[config.mk]
export PLATFORM = sky130hd
export DESIGN_NAME = fifo_pop_ctrl
export DESIGN_NICKNAME = d
export VERILOG_FILES = /design/src/rtl/fifo_pop_ctrl.sv
export SDC_FILE = /design/constraint.sdc
export NUM_CORES = 2
export LEC_CHECK = 0
export CAP_MARGIN = 20
export CORE_AREA = 2 2 469 471
export CTS_CLUSTER_SIZE = 40
export DETAILED_ROUTE_END_ITERATION = 12
export DIE_AREA = 0 0 471 473
export HOLD_SLACK_MARGIN = 0.03
export SYNTH_ARGS = -nofsm -noshare
export SYNTH_HDL_FRONTEND = slang
export SYNTH_SLANG_ARGS = --single-unit
[constraint.sdc]
create_clock -name clk -period 57.8 [get_ports clk]
set_input_delay 14.45 -clock clk [delete_from_list [all_inputs] [get_ports clk]]
set_output_delay 14.45 -clock clk [all_outputs]
set_load 0.02 [all_outputs]
[src/rtl/fifo_pop_ctrl.sv]
// ---------------------------------------------------------------------------
// fifo_pop_ctrl
//   Per-FIFO pop sequencer that sits directly after the pop scheduler. Each
//   lane takes a one-cycle need_pop pulse with a pop count. It then issues
//   exactly that many pops toward its PE row. A lane pops only in cycles where
//   its FIFO is not empty and its PE row is ready. A per-lane done bit reports
//   that every requested pop has been issued.
//
// Ports
//   clk            rising-edge clock
//   rst            asynchronous, active-high reset
//   abort_i        synchronous clear of every lane to IDLE
//   need_pop_i     per-lane load strobe (one-cycle pulse)
//   pop_num_i      per-lane pop count, sampled with need_pop_i
//   fifo_empty_i   per-lane FIFO empty
//   pe_ready_i     per-lane PE row ready
//   fifo_pop_o     per-lane pop strobe (combinational from state and inputs)
//   done_matrix_o  per-lane "all requested pops issued" (decode of state)
//   all_done_o     AND of done_matrix_o
//   reload_err_o   one-cycle pulse: need_pop arrived on a lane still popping
// ---------------------------------------------------------------------------
module fifo_pop_ctrl #(
    parameter int NUM_FIFO = 32,
    parameter int CNT_W    = 32
) (
    input  logic                            clk,
    input  logic                            rst,
    input  logic                            abort_i,
    input  logic [NUM_FIFO-1:0]             need_pop_i,
    input  logic [NUM_FIFO-1:0][CNT_W-1:0]  pop_num_i,
    input  logic [NUM_FIFO-1:0]             fifo_empty_i,
    input  logic [NUM_FIFO-1:0]             pe_ready_i,
    output logic [NUM_FIFO-1:0]             fifo_pop_o,
    output logic [NUM_FIFO-1:0]             done_matrix_o,
    output logic                            all_done_o,
    output logic                            reload_err_o
);

    typedef enum logic [1:0] {
        IDLE = 2'd0,
        POP  = 2'd1,
        DONE = 2'd2
    } lane_state_t;

    lane_state_t          state [NUM_FIFO];
    logic [CNT_W-1:0]     cnt   [NUM_FIFO];
    logic [NUM_FIFO-1:0]  reload_hit;

    // Output decode and reload detection from the lane registers.
    always_comb begin
        // NOTE: every output of this block gets a default first, so no path
        // through the loop leaves a bit unassigned and infers a latch.
        fifo_pop_o    = '0;
        done_matrix_o = '0;
        reload_hit    = '0;
        for (int k = 0; k < NUM_FIFO; k++) begin
            fifo_pop_o[k]    = (state[k] == POP) & ~fifo_empty_i[k] & pe_ready_i[k];
            done_matrix_o[k] = (state[k] == DONE);
            reload_hit[k]    = need_pop_i[k] & (state[k] == POP);
        end
    end

    assign all_done_o = &done_matrix_o;

    // Lane FSMs and counters. Priority: rst > abort > load > pop/decrement.
    // A pop that is live during an abort cycle still reaches the FIFO, but the
    // count is cleared anyway.
    always_ff @(posedge clk or posedge rst) begin
        // NOTE: cnt is control state that decides when a lane finishes, so
        // every entry is reset, unlike a datapath RAM that would need no reset.
        if (rst) begin
            for (int k = 0; k < NUM_FIFO; k++) begin
                state[k] <= IDLE;
                cnt[k]   <= '0;
            end
            reload_err_o <= 1'b0;
        end else if (abort_i) begin
            for (int k = 0; k < NUM_FIFO; k++) begin
                state[k] <= IDLE;
                cnt[k]   <= '0;
            end
            reload_err_o <= 1'b0;
        end else begin
            // NOTE: non-blocking assignments throughout, so each lane reads
            // its pre-edge cnt and state regardless of statement order.
            reload_err_o <= |reload_hit;
            for (int k = 0; k < NUM_FIFO; k++) begin
                if (need_pop_i[k]) begin
                    // Any load, even one in POP, discards the remaining pops.
                    if (pop_num_i[k] == '0) begin
                        state[k] <= DONE;
                        cnt[k]   <= '0;
                    end else begin
                        state[k] <= POP;
                        cnt[k]   <= pop_num_i[k];
                    end
                end else if (fifo_pop_o[k] && (cnt[k] != '0)) begin
                    cnt[k] <= cnt[k] - CNT_W'(1);
                    if (cnt[k] == CNT_W'(1)) begin
                        state[k] <= DONE;
                    end
                end
            end
        end
    end

endmodule

==> results by group <==
Final layout
  – Share of cells above drive strength 1: 4.66%
  – Fill cell count: 21.7k
  – Final cell count without fillers: 12.6k
  – P&R area growth vs syn: 26.5%
  – Nets: 10.7k

Hold path
  – WHS Endpoint: cnt[877]
  – WHS Path Cells: 1
  – Hold_sp: cnt[877]
  – Worst hold path type: reg2reg

Synthesis
  – Most used standard cell by instance count after synthesis: dfrtp_1
  – Post-synth top area cell: dfrtp_1
  – Prevailing post-synth register cell: dfrtp_1
  – Sequential-to-total area share from yosys stat: 37.6%
  – Top cells by area, synth: dfrtp_1 (38%), nor4_1 (5.5%), xor2_1 (5.2%)
  – Number of flops mapped to enable cells by yosys: 0
  – Synth Net Count: 9788
  – Synthesized area: 0.0725 mm2
  – Synthesized area per cell: 8.43 um2
  – Cells after synthesis: 8601
  – Synthesized flop and latch total: 1089
  – Post-synth ARST share: 100%
  – Top cell type's share of synthesized area: 37.6%
  – YS warnings: 0
  – Post-synth top cells: dfrtp_1 (1089), nor2_1 (850), nand2_1 (760)
  – Netlist cell types: 91

GRT
  – Total GRT Usage: 28.7%
  – Antenna violations before repair: 131
  – Largest net degree at the start of global routing: 162
  – Gr ovfl total: 0
  – Global-route wire length before repair: 490000 um
  – Vias in the first global route: roughly 73k

Setup path
  – CP top delay family: buffers and inverters
  – R2R Path End: cnt[359]
  – Bufs and invs on worst path: 3
  – Cell mode on critical path: clkdlybuf4s50_1
  – Crit-path cells: clkdlybuf4s50_1 > or4b_2 > clkinv_1 > clkdlybuf4s50_1
  – Reg-to-reg slack, setup: approximately 54 ns
  – Worst path max stage delay: 0.82 ns
  – Startpoint types: input pin
  – CP max FO: 7
  – CP max stage cell: or4b_2
  – CP endpoint kind: output port
  – Critical Path AT: 16.79 ns
  – CP Class: in2out
  – Worst path required time: 43.35 ns
  – CP Depth: 4
  – Worst reg2reg startpoint: cnt[352]
  – Cells on worst reg2reg path: 8

Job
  – # Max-Cap Violations: 0

Floorplan
  – Die Wd: around 470 um
  – Die ar.: 0.223 mm2
  – Starting Density: 33.2%
  – Site row count: ~170
  – Die Y: 473 um
  – Core area: 0.218 mm2
  – I/O pin total: roughly 1.2k

Place
  – HPWL after DPL: approximately 250000 um
  – GPL Wtd Cong: 0.995
  – I/O Buffers: 1188
  – Post-Place Cells: 12.2k

Clocking
  – CTS buffer count: 140
  – CTS Sinks: 1089
  – CTS Buffer Depth: 3
  – Root Buffer: clkbuf_16
  – CTS resizes: 0
  – CTS tree: built
  – Worst-Skew Late Latency: 0.79 ns
  – Clk slew on worst S/H paths: 0.05 ns
  – Setup repair bufs after CTS: 0
  – # hold bufs at CTS: 0
  – H-Tree Depth: 4

Timing
  – Layout Skew: 0.0299 ns
  – Period minus WS final: 31.24 ns
  – Part of the cycle the worst path needs: 54.0%
  – Max-Slew Margin vs Limit: 3.61%
  – Final setup fails: 0
  – Fmax: 0.0320 GHz
  – Max Slew Vio Count: 0
  – RSZ-0062 raised after global routing: false
  – Worst Max-Slew Pin Slew: between 1 and 1.5 ns
  – Hold Violations, Final: 0
  – Final setup TNS: 0 ns

Drt
  – Final ANT Viol Nets: 0
  – Initial drt markers: between 7k and 8k
  – Routed WL: 333000 um
  – DR pass1 iterations: 6
  – DRC viols: 0
  – Wirelength per Cell: 26.5 um
  – Via density: 6.15
  – DR vias: 77.4k

Outcome
  – Status: finished clean

Power
  – P per Cell Area: between 20 and 30 mW/mm2
  – Leakage: between 30 and 40 nW
  – Max VDD drop: 0.0256 mV
==> per-stage QoR <==
stage                     worst slack [ns]  area (um2)  hold WS [ns]  power (mW)  utilization, %
after floorplan                      12.69       72500         0.456        1.32               -
after global placement               26.58       86900         0.479        1.56            39.8
final                                26.56       91700         0.508        2.46            42.0
after global routing                 26.54       91600         0.524        2.57            42.0
after detailed placement             26.56       86900         0.490        1.57            39.8
after CTS                            26.54       91400         0.505        2.46            41.9
==> registers in the layout, indices dropped and copies added (netlist names) <==
register and count:
cnt 1024, state 64, reload_err_o 1
==> per-layer routing <==
| layer | wire (um) | global-route usage (%) | vias to the layer above |
|---|---|---|---|
| li1 | - | - | 34500 |
| met1 | 137000 | 37.7 | 38100 |
| met2 | 143000 | 42.2 | 3946 |
| met3 | 32400 | 7.74 | 732 |
| met4 | 20600 | 16.4 | 66 |
| met5 | 453 | 0 | - |
==> worst max-delay path by stage <==
| stage | from | to | slack, ns |
|---|---|---|---|
| finish | pe_ready_i[27] | fifo_pop_o[27] | 26.56 |
| global route | fifo_empty_i[8] | fifo_pop_o[8] | 26.54 |
| CTS | fifo_empty_i[8] | fifo_pop_o[8] | 26.54 |
| detailed placement | fifo_empty_i[8] | fifo_pop_o[8] | 26.56 |
| global placement | fifo_empty_i[8] | fifo_pop_o[8] | 26.58 |
| floorplan | rst | cnt[0] | 12.69 |
==> layout make-up <==
cell class              instances  area (um2)  share of cell area [%]
repair buffers               1315       13000                    14.1
clock inverters                29         358                   0.390
well taps                    2871        3590                    3.92
diodes                         97         243                   0.265
inverters                     169         647                   0.705
multi-input cells            6799       42600                    46.4
clock buffers                 210        4110                    4.48
flip-flops and latches       1089       27300                    29.7
==> where the power goes <==
group          total (mW)  switching [mW]  internal, mW
clock network       0.879           0.363         0.516
registers           0.924          0.0929         0.831
logic               0.654           0.382         0.272
total                2.46           0.837          1.62
==> logic make-up (layout without fill, tap and decap cells) <==
kind of cell             count (synthesis)  after routing  share of synthesized area [%]
multiplexers                            14             14                          0.195
flip-flops                            1089           1089                           37.6
AO/OA/AOI/OAI                         2174           2174                           21.4
AND/OR/NAND/NOR                       3797           3797                           26.9
buffers and inverters                  713           1723                           3.79
other                                    0             97                              0
adder cells (fa/ha/maj)                 64             64                           1.10
XOR/XNOR                               750            750                           9.06
==> cells in the final DEF (no fill, tap or decap), types with 108 or more instances in the layout <==
cell type / count
nand4_1: 198
nand2_1: 760
dfrtp_1: 1089
a22oi_1: 112
nand3_1: 133
or3_1: 122
xor2_1: 433
nor2_1: 848
nor4_1: 635
a22o_1: 400
a221oi_1: 270
inv_1: 154
or4_1: 142
buf_4: 117
o31ai_1: 108
clkdlybuf4s50_1: 1187
a21oi_1: 249
xnor2_1: 317
o21ai_0: 549
nor3_1: 568
clkbuf_16: 143
No activity file was read; power rests on OpenSTA's default activity.
